[src/rtl/cpu_bus_sequencer_if.sv]
`default_nettype none
// ============================================================================
//  Module      : cpu_bus_sequencer_if
//  Description : CPU bus timing bundle between the PHI2/strobe sequencer and
//                the ICD, address decoder and SRAM/IO bus drivers.
//  Signals     : stop_req  - ICD level request to halt at next cycle boundary
//                step_req  - ICD one-clk pulse, run one cycle while stopped
//                cpu_rwn   - CPU R/W (1 = read)
//                cs_en     - decoder: address targets the SRAM/IO bus
//                cphi2     - CPU PHI2 clock
//                addr_stb  - one-clk pulse, CPU address is stable
//                mem_rdn   - memory read strobe, active-low
//                mem_wrn   - memory write strobe, active-low
//                rd_latch  - one-clk pulse, capture read data
//                cycle_end - one-clk pulse on last tick of an executed cycle
//                stopped   - CPU frozen with PHI2 low
//  Modports    : master - the sequencer (drives PHI2 and strobes)
//                slave  - the environment (drives requests and CPU status)
//  Revision    : 1.0 - initial release
// ============================================================================
interface cpu_bus_sequencer_if;
   logic stop_req;
   logic step_req;
   logic cpu_rwn;
   logic cs_en;
   logic cphi2;
   logic addr_stb;
   logic mem_rdn;
   logic mem_wrn;
   logic rd_latch;
   logic cycle_end;
   logic stopped;

   modport master (
      input  stop_req, step_req, cpu_rwn, cs_en,
      output cphi2, addr_stb, mem_rdn, mem_wrn, rd_latch, cycle_end, stopped
   );

   modport slave (
      output stop_req, step_req, cpu_rwn, cs_en,
      input  cphi2, addr_stb, mem_rdn, mem_wrn, rd_latch, cycle_end, stopped
   );
endinterface
`default_nettype wire

[src/rtl/cpu_bus_sequencer.sv]
`default_nettype none
// ============================================================================
//  Module      : cpu_bus_sequencer
//  Description : Divides the FPGA clock into fixed-length 65C02 bus cycles,
//                generating PHI2 and the SRAM/IO strobe timing. Supports ICD
//                stop and single-step by freezing PHI2 low between cycles.
//  Ports       : clk    - FPGA system clock (rising edge)
//                resetn - synchronous reset, active-low
//                bus    - cpu_bus_sequencer_if.master (see interface header)
//  Revision    : 1.0 - initial release
// ============================================================================
module cpu_bus_sequencer #(
   parameter int LOW_TICKS  = 4,
   parameter int HIGH_TICKS = 4,
   parameter int ADDR_TICK  = 2,
   parameter int WR_DLY     = 1
) (
   input  wire logic             clk,
   input  wire logic             resetn,
   cpu_bus_sequencer_if.master   bus
);

   localparam int PERIOD = LOW_TICKS + HIGH_TICKS;
   localparam int CW     = $clog2(PERIOD);

   localparam logic [CW-1:0] c_one      = CW'(1);
   localparam logic [CW-1:0] c_addr     = CW'(ADDR_TICK);
   localparam logic [CW-1:0] c_low      = CW'(LOW_TICKS);
   localparam logic [CW-1:0] c_wr_first = CW'(LOW_TICKS + WR_DLY);
   localparam logic [CW-1:0] c_wr_last  = CW'(PERIOD - 2);
   localparam logic [CW-1:0] c_last     = CW'(PERIOD - 1);

   typedef enum logic [0:0] {
      S_RUN  = 1'b0,
      S_STOP = 1'b1
   } state_t;

   state_t        r_state;
   logic [CW-1:0] r_cnt;
   logic          r_rw_lat;
   logic          r_cs_lat;

   logic r_cphi2, r_addr_stb, r_mem_rdn, r_mem_wrn;
   logic r_rd_latch, r_cycle_end, r_stopped;

   state_t        w_state_nxt;
   logic [CW-1:0] w_cnt_nxt;
   logic          w_rw_nxt;
   logic          w_cs_nxt;
   logic          w_run_nxt;

   // Next-state logic. Outputs are decoded from the next values below so that
   // every output register changes on the same edge as the counter.
   always_comb begin
      w_state_nxt = r_state;
      w_cnt_nxt   = r_cnt;
      w_rw_nxt    = r_rw_lat;
      w_cs_nxt    = r_cs_lat;

      if (r_state == S_RUN) begin
         if (r_cnt == c_last) begin
            // Cycle boundary: the only point where stop_req is honoured.
            w_cnt_nxt = '0;
            if (bus.stop_req) begin
               w_state_nxt = S_STOP;
            end
         end else begin
            w_cnt_nxt = r_cnt + c_one;
         end
      end else begin
         w_cnt_nxt = '0;
         // A step pulse runs one cycle; if stop_req is still high it re-enters
         // STOP at the next boundary through the RUN branch above.
         if (!bus.stop_req || bus.step_req) begin
            w_state_nxt = S_RUN;
         end
      end

      w_run_nxt = (w_state_nxt == S_RUN);

      // Capture R/W and chip-select on the edge that raises addr_stb.
      if (w_run_nxt && (w_cnt_nxt == c_addr)) begin
         w_rw_nxt = bus.cpu_rwn;
         w_cs_nxt = bus.cs_en;
      end
   end

   always_ff @(posedge clk) begin
      if (!resetn) begin
         r_state     <= S_RUN;
         r_cnt       <= '0;
         r_rw_lat    <= 1'b1;
         r_cs_lat    <= 1'b0;
         r_cphi2     <= 1'b0;
         r_addr_stb  <= 1'b0;
         r_mem_rdn   <= 1'b1;
         r_mem_wrn   <= 1'b1;
         r_rd_latch  <= 1'b0;
         r_cycle_end <= 1'b0;
         r_stopped   <= 1'b0;
      end else begin
         r_state     <= w_state_nxt;
         r_cnt       <= w_cnt_nxt;
         r_rw_lat    <= w_rw_nxt;
         r_cs_lat    <= w_cs_nxt;
         r_cphi2     <= w_run_nxt && (w_cnt_nxt >= c_low);
         r_addr_stb  <= w_run_nxt && (w_cnt_nxt == c_addr);
         // Read strobe stays low through the last tick and releases with
         // the PHI2 fall when the counter wraps.
         r_mem_rdn   <= !(w_run_nxt && w_cs_nxt && w_rw_nxt && (w_cnt_nxt > c_addr));
         // Write strobe releases one tick before PHI2 falls for data hold.
         r_mem_wrn   <= !(w_run_nxt && w_cs_nxt && !w_rw_nxt &&
                          (w_cnt_nxt >= c_wr_first) && (w_cnt_nxt <= c_wr_last));
         r_rd_latch  <= w_run_nxt && w_rw_nxt && (w_cnt_nxt == c_last);
         r_cycle_end <= w_run_nxt && (w_cnt_nxt == c_last);
         r_stopped   <= !w_run_nxt;
      end
   end

   assign bus.cphi2     = r_cphi2;
   assign bus.addr_stb  = r_addr_stb;
   assign bus.mem_rdn   = r_mem_rdn;
   assign bus.mem_wrn   = r_mem_wrn;
   assign bus.rd_latch  = r_rd_latch;
   assign bus.cycle_end = r_cycle_end;
   assign bus.stopped   = r_stopped;

endmodule
`default_nettype wire

[src/flat_wrapper.sv]
// flat-port wrapper written by rule: the top's interface ports become plain ports
module cpu_bus_sequencer_flat 
#(
   parameter int LOW_TICKS  = 4,
   parameter int HIGH_TICKS = 4,
   parameter int ADDR_TICK  = 2,
   parameter int WR_DLY     = 1
)
  (clk, resetn, bus_stop_req, bus_step_req, bus_cpu_rwn, bus_cs_en, bus_cphi2, bus_addr_stb, bus_mem_rdn, bus_mem_wrn, bus_rd_latch, bus_cycle_end, bus_stopped);
  cpu_bus_sequencer_if bus_i ();
  input  wire logic clk;
  input  wire logic resetn;
  input wire logic [$bits(bus_i.stop_req)-1:0] bus_stop_req;
  input wire logic [$bits(bus_i.step_req)-1:0] bus_step_req;
  input wire logic [$bits(bus_i.cpu_rwn)-1:0] bus_cpu_rwn;
  input wire logic [$bits(bus_i.cs_en)-1:0] bus_cs_en;
  output wire logic [$bits(bus_i.cphi2)-1:0] bus_cphi2;
  output wire logic [$bits(bus_i.addr_stb)-1:0] bus_addr_stb;
  output wire logic [$bits(bus_i.mem_rdn)-1:0] bus_mem_rdn;
  output wire logic [$bits(bus_i.mem_wrn)-1:0] bus_mem_wrn;
  output wire logic [$bits(bus_i.rd_latch)-1:0] bus_rd_latch;
  output wire logic [$bits(bus_i.cycle_end)-1:0] bus_cycle_end;
  output wire logic [$bits(bus_i.stopped)-1:0] bus_stopped;
  assign bus_i.stop_req = bus_stop_req;
  assign bus_i.step_req = bus_step_req;
  assign bus_i.cpu_rwn = bus_cpu_rwn;
  assign bus_i.cs_en = bus_cs_en;
  assign bus_cphi2 = bus_i.cphi2;
  assign bus_addr_stb = bus_i.addr_stb;
  assign bus_mem_rdn = bus_i.mem_rdn;
  assign bus_mem_wrn = bus_i.mem_wrn;
  assign bus_rd_latch = bus_i.rd_latch;
  assign bus_cycle_end = bus_i.cycle_end;
  assign bus_stopped = bus_i.stopped;
  cpu_bus_sequencer #(.LOW_TICKS(LOW_TICKS), .HIGH_TICKS(HIGH_TICKS), .ADDR_TICK(ADDR_TICK), .WR_DLY(WR_DLY)) u_core (.clk(clk), .resetn(resetn), .bus(bus_i));
endmodule
[config.mk]
export PLATFORM = sky130hd
export DESIGN_NAME = cpu_bus_sequencer_flat
export DESIGN_NICKNAME = d
export VERILOG_FILES = /design/src/rtl/cpu_bus_sequencer_if.sv /design/src/rtl/cpu_bus_sequencer.sv /design/src/flat_wrapper.sv
export SDC_FILE = /design/constraint.sdc
export NUM_CORES = 1
export LEC_CHECK = 0
export BUFFER_PORTS_ARGS = -buffer_cell sky130_fd_sc_hd__buf_2
export CAP_MARGIN = 20
export CORE_AREA = 2 2 39 41
export CTS_CLUSTER_DIAMETER = 100
export CTS_CLUSTER_SIZE = 8
export DETAILED_ROUTE_END_ITERATION = 10
export DIE_AREA = 0 0 41 43
export HOLD_SLACK_MARGIN = 0.12
export SYNTH_ARGS = -nofsm -noshare
export SYNTH_HDL_FRONTEND = slang
export SYNTH_SLANG_ARGS = --single-unit
[constraint.sdc]
create_clock -name clk -period 1.9 [get_ports clk]
set_input_delay 0.19 -clock clk [delete_from_list [all_inputs] [get_ports clk]]
set_output_delay 0.19 -clock clk [all_outputs]
set_load 0.01 [all_outputs]
After elaboration in Yosys (flattened, before gate mapping)
Cells that the tools add are included.
{"block": "word_totals", "register_bits": 12, "in_bits": 6, "output_inout_bits": 7, "word_cells": 43}
{"block": "op_classes", "addsub": 1, "magnitude_cmp": 4, "eq_ne": 3, "mux": 8, "bitwise_logic": 1, "n_reduce_logical": 16}
{"cell": "1-bit logical AND", "n": 11}
{"cell": "3-bit == test, second input constant", "n": 2}
{"cell": "3-bit greater-or-equal comparator, second input constant", "n": 2}
{"cell": "1-bit 2-to-1 mux", "n": 6}
{"cell": "3-bit 2-to-1 mux", "n": 2}
{"cell": "1-bit zero test", "n": 4}
{"cell": "3-bit by 1-bit adder with 3-bit output, second input constant", "n": 1}
{"cell": "3-bit by 2-bit == test with 1-bit output, second input constant", "n": 1}
{"cell": "3-bit by 2-bit greater-than comparator with 1-bit output, second input constant", "n": 1}
{"cell": "3-bit <= comparator, second input constant", "n": 1}
{"cell": "1-bit logical OR", "n": 1}
{"cell": "1-bit NOT", "n": 1}

Depth between registers and ports, before layout
{"block": "depth", "word_depth": 12, "ltp_mapped": 6, "mapped_depth_nobuf": 6}

Worst setup path before layout
Ideal clock, no wire load.
{"block": "synth_timing", "path_kind": "register -> register", "from": "reg u_core.r_cnt[0]", "to": "reg u_core.r_cs_lat", "setup_ps": 72, "t_arrival_ps": 1652, "required_time_ps": 1828, "path_slack_ps": 177, "path_stages_with_launch": 6, "path_buffers": 0, "synth_period_minus_slack_ps": 1723, "cell_sequence": "dfxtp_1 ha_1 ha_1 o21bai_2 a2111oi_2 mux2i_1"}
{"block": "synth_via", "elab_chain_len": 6, "word_cells_on_any_way": 10, "classes_between": "add/sub: 1; eq/ne: 2; mux: 5; bitwise: 1; reduce/logical: 1"}
{"element": "start, declared", "line": "cpu_bus_sequencer.sv:39", "text": "logic [CW-1:0] r_cnt;"}
{"element": "start signal, assigned", "line": "cpu_bus_sequencer.sv:103", "text": "r_cnt <= w_cnt_nxt;"}
{"element": "3-bit by 1-bit adder with 3-bit output / 3-bit == test (equally long branches)", "line": "cpu_bus_sequencer.sv:68, cpu_bus_sequencer.sv:61"}
{"element": "3-bit 2-to-1 mux / 1-bit 2-to-1 mux (equally long branches)", "line": "cpu_bus_sequencer.sv:61", "text": "if (r_cnt == c_last) begin"}
{"element": "3-bit 2-to-1 mux / 1-bit 2-to-1 mux (equally long branches)", "line": "cpu_bus_sequencer.sv:60", "text": "if (r_state == S_RUN) begin"}
{"element": "3-bit by 2-bit == test with 1-bit output / 1-bit NOT (equally long branches)", "line": "cpu_bus_sequencer.sv:82, cpu_bus_sequencer.sv:79"}
{"element": "1-bit logical AND (*)", "line": "cpu_bus_sequencer.sv:82", "text": "if (w_run_nxt && (w_cnt_nxt == c_addr)) begin"}
{"element": "1-bit 2-to-1 mux (*)", "line": "cpu_bus_sequencer.sv:82"}
{"element": "end signal, assigned", "line": "cpu_bus_sequencer.sv:105", "text": "r_cs_lat <= w_cs_nxt;"}
{"element": "end, declared", "line": "cpu_bus_sequencer.sv:41", "text": "logic r_cs_lat;"}
Every way passes the cells marked *; elsewhere a longest branch is shown, timed or not.
A chain may end at the register's enable or synchronous reset.

Final worst setup path
Ends and elaborated chain as after synthesis.

==> flow_summary.rst <==
.. list-table::
   :header-rows: 1

   * - Metric
     - Value
   * - Static leakage power
     - 0.000280 µW
   * - Unrepaired setup endpoints after global routing
     - false
   * - Max Clock Freq
     - 0.564 GHz
   * - Gp weighted congestion
     - 0.803
   * - Final std cell area, no fill
     - 594 µm²
   * - Total Neg Setup Slack
     - 0 ps
   * - Standard cell area after detailed placement
     - 546 µm²
   * - Worst Max-Slew Pin Slew
     - 323 ps
   * - Dominant cell type by count on the critical path
     - sky130_fd_sc_hd__ha_1
   * - Detailed placer's ending HPWL
     - 609 µm
   * - Post-place setup slack
     - 79.7 ps
   * - Placed cells
     - 73
   * - Number of nets with antenna violations after detailed routing
     - 0
   * - Result of the run
     - finished, final reports clean
   * - Fin nets
     - 70
   * - Final wirelength
     - 828 µm
   * - Clock input transition at the sequential cells of the worst setup and hold paths
     - 70 ps
   * - Maximum cell stage delay along the critical path
     - 390 ps
   * - Pins Over Slew Limit
     - 0
   * - Global-route wire length before repair
     - 1.37 mm
   * - Residual DRC
     - 0
   * - Share of the cycle needed by the critical path after routing
     - 93.3%
   * - Total buffers and inverters traversed by the critical path
     - 0
   * - Vias in the first global route
     - 332
   * - Kind of end point of the critical path
     - flop
   * - Leading cell types in the layout, fill and taps excluded
     - 12 x sky130_fd_sc_hd__buf_2, 12 x sky130_fd_sc_hd__dfxtp_1, 5 x sky130_fd_sc_hd__nand2_1
   * - Netlist area before placement
     - 458 µm²
   * - Final setup margin
     - 127 ps
   * - Area delta synth->final
     - 29.8%
   * - Share of final-layout standard cells stronger than drive strength 1
     - 31.1%
   * - Kind of cell adding the most delay to the critical path
     - compound AO/OA/AOI/OAI gates
   * - Overall track demand over capacity in global routing
     - 11.9%
   * - Non-filler instance count after layout
     - 77
   * - Sequential-to-total area share from yosys stat
     - 52.5%
   * - Fraction of post-synthesis cell area in the top cell type by area
     - 52.5%
   * - Detailed router's first-iteration violation count
     - 4
   * - Kind of critical path
     - flop to flop
   * - Synth area leaders
     - sky130_fd_sc_hd__dfxtp_1 52%, sky130_fd_sc_hd__ha_1 5.5%, sky130_fd_sc_hd__mux2i_1 4.4%
   * - Maximum number of pins on one net before global-route repair
     - 9
   * - Highest net fanout along the worst path
     - 4
   * - Worst endpoint required time
     - 2110 ps
   * - FP Rows
     - 14
   * - Die ar.
     - 1760 µm²
   * - Clock tree from TritonCTS
     - done
   * - Antenna diode count
     - 0
   * - Total count of hold-check failures in the final report
     - 0
   * - CTS root buf
     - sky130_fd_sc_hd__clkbuf_4
   * - Insertion delay of the later-clocked pin in the worst-skew pair
     - 280 ps
   * - Cell count after synthesis
     - 44
   * - Max Cap Viol
     - 0
   * - Multiplexer share of the synthesized area
     - 4.37%
   * - Vertical die dimension
     - 43 µm
   * - Horizontal die dimension
     - 41 µm
   * - Number of distinct standard cells referenced by the synthesized netlist
     - 19
   * - H-tree lvl count
     - 1
   * - Launching element type of the critical path
     - flop
   * - Via Count
     - 374
   * - Starting density of the core
     - 33.1%
   * - Compound-cell area share of the yosys netlist
     - 12.3%
   * - Average instance area after synthesis
     - 10.4 µm²
   * - Avg WL per Cell
     - 10.8 µm
   * - Total of warnings raised by yosys
     - 0
   * - Final setup fails
     - 0
   * - Hold bufs inserted after CTS
     - 0
   * - Synth Register Bits
     - 12
   * - Clock tree sinks
     - 12
   * - Relative slew slack
     - 78.4%
   * - Synthesized-area fraction occupied by xor and xnor cells
     - 0%
   * - Largest family of logic cells by synthesized area
     - simple AND/OR/NAND/NOR gates
   * - Post-synthesis adder-cell area fraction
     - 5.46%
   * - Syn nets
     - 52
   * - Drt via density
     - 4.86
   * - Iteration count of the initial detailed-routing pass
     - 4
   * - Dominant cell type by area after synthesis
     - sky130_fd_sc_hd__dfxtp_1
   * - Tightest Hold Check Type
     - primary input to flop
   * - Power per cell area
     - 906 nW/µm²
   * - Worst-path cell with the longest stage delay
     - sky130_fd_sc_hd__a2111oi_4
   * - Global-route congestion overflow total
     - 0
   * - Core Footprint
     - 1380 µm²
   * - Number of top-level pins
     - 13
   * - Post-synthesis share of cell area spent on and, or, nand and nor gates
     - 23.8%
   * - Signal arrival time at the worst endpoint
     - 1980 ps
   * - Port Buffer Count
     - 12
   * - Cells along the critical path
     - ha_1 -> ha_1 -> o21bai_2 -> a2111oi_4 -> mux2i_1
   * - Final hold slack
     - 161 ps
   * - Antenna violations before repair
     - 0
   * - Final critical-path required period
     - 1770 ps
   * - Largest vdd supply drop
     - 0.393 mV
   * - Clock buffer count from CTS
     - 3
   * - Number of buffers on the longest clock path
     - 2
   * - Worst clock skew on the final layout
     - 2.94 ps
## where the power goes
part	internal (µW)	switching, µW
Combinational	30.4	35.4
Sequential	264	6.13
Clock	117	86.2
Total	411	128
## worst paths after layout
check / slack, ps / cells after the start / from / endpoint
min: 160 / 3 / bus_cs_en / u_core.r_cs_lat
max reg2reg: 130 / 5 / u_core.r_cnt[0] / u_core.r_cs_lat
min reg2reg: 450 / 1 / u_core.r_cs_lat / u_core.bus.mem_rdn
max: 130 / 5 / u_core.r_cnt[0] / u_core.r_cs_lat
## routing by layer
metal  wire length, µm  GRT usage [%]
met5                 0              0
met3                17           3.14
met1               358           14.4
met2               430           16.6
met4                22           10.0
## worst reg2reg max path, cell delays in order, from the launching register on
cell and delay (ps):
sky130_fd_sc_hd__dfxtp_1 350, sky130_fd_sc_hd__ha_1 210, sky130_fd_sc_hd__ha_1 310, sky130_fd_sc_hd__o21bai_2 230, sky130_fd_sc_hd__a2111oi_4 390, sky130_fd_sc_hd__mux2i_1 220
## synthesized netlist by cell type (all sizes together)
master	instances
a21oi	3
ha	2
a211oi	1
o211ai	1
and4b	1
nand2b	1
nor2	2
and3b	1
dfxtp	12
mux2i	2
nand2	5
o21bai	1
inv	2
nor2b	3
nand4b	1
and3	2
a2111oi	1
and2	2
nor3	1
## final cells by class
| type | instances | area, µm² |
|---|---|---|
| clock buffer | 4 | 36.3 |
| fill | 142 | 790 |
| inverter | 2 | 7.51 |
| multi-input combinational | 30 | 223 |
| sequential | 12 | 240 |
| tap | 16 | 20.0 |
| timing repair buffer | 13 | 67.6 |
## stage by stage
step                      utilization (%)  total power [µW]
after detailed placement             39.4               337
after CTS                            42.0               540
after global placement               39.4               336
after floorplan                         -               316
final                                42.9               538
after global routing                 42.9               568
## timing repair
action / 4_1_cts / 5_1_grt
setup endpoints to repair: 0 / 2
buffers inserted: 0 / 0
hold endpoints to repair: 0 / 0
resized for setup: 0 / 1
## kinds of logic after synthesis
kind of cell | count (synthesis)
multiplexers | 2
adder cells (fa/ha/maj) | 2
AO/OA/AOI/OAI | 7
buffers and inverters | 2
AND/OR/NAND/NOR | 19
flip-flops | 12
## registers in the layout, summed over array words and instances (netlist names)
register,count
u_core.bus.cphi2,1
u_core.bus.cycle_end,1
u_core.bus.mem_wrn,1
u_core.r_cs_lat,1
u_core.bus.rd_latch,1
u_core.r_rw_lat,1
u_core.bus.addr_stb,1
u_core.bus.mem_rdn,1
u_core.r_state,1
u_core.r_cnt,3
No activity file was read; power rests on OpenSTA's default activity.
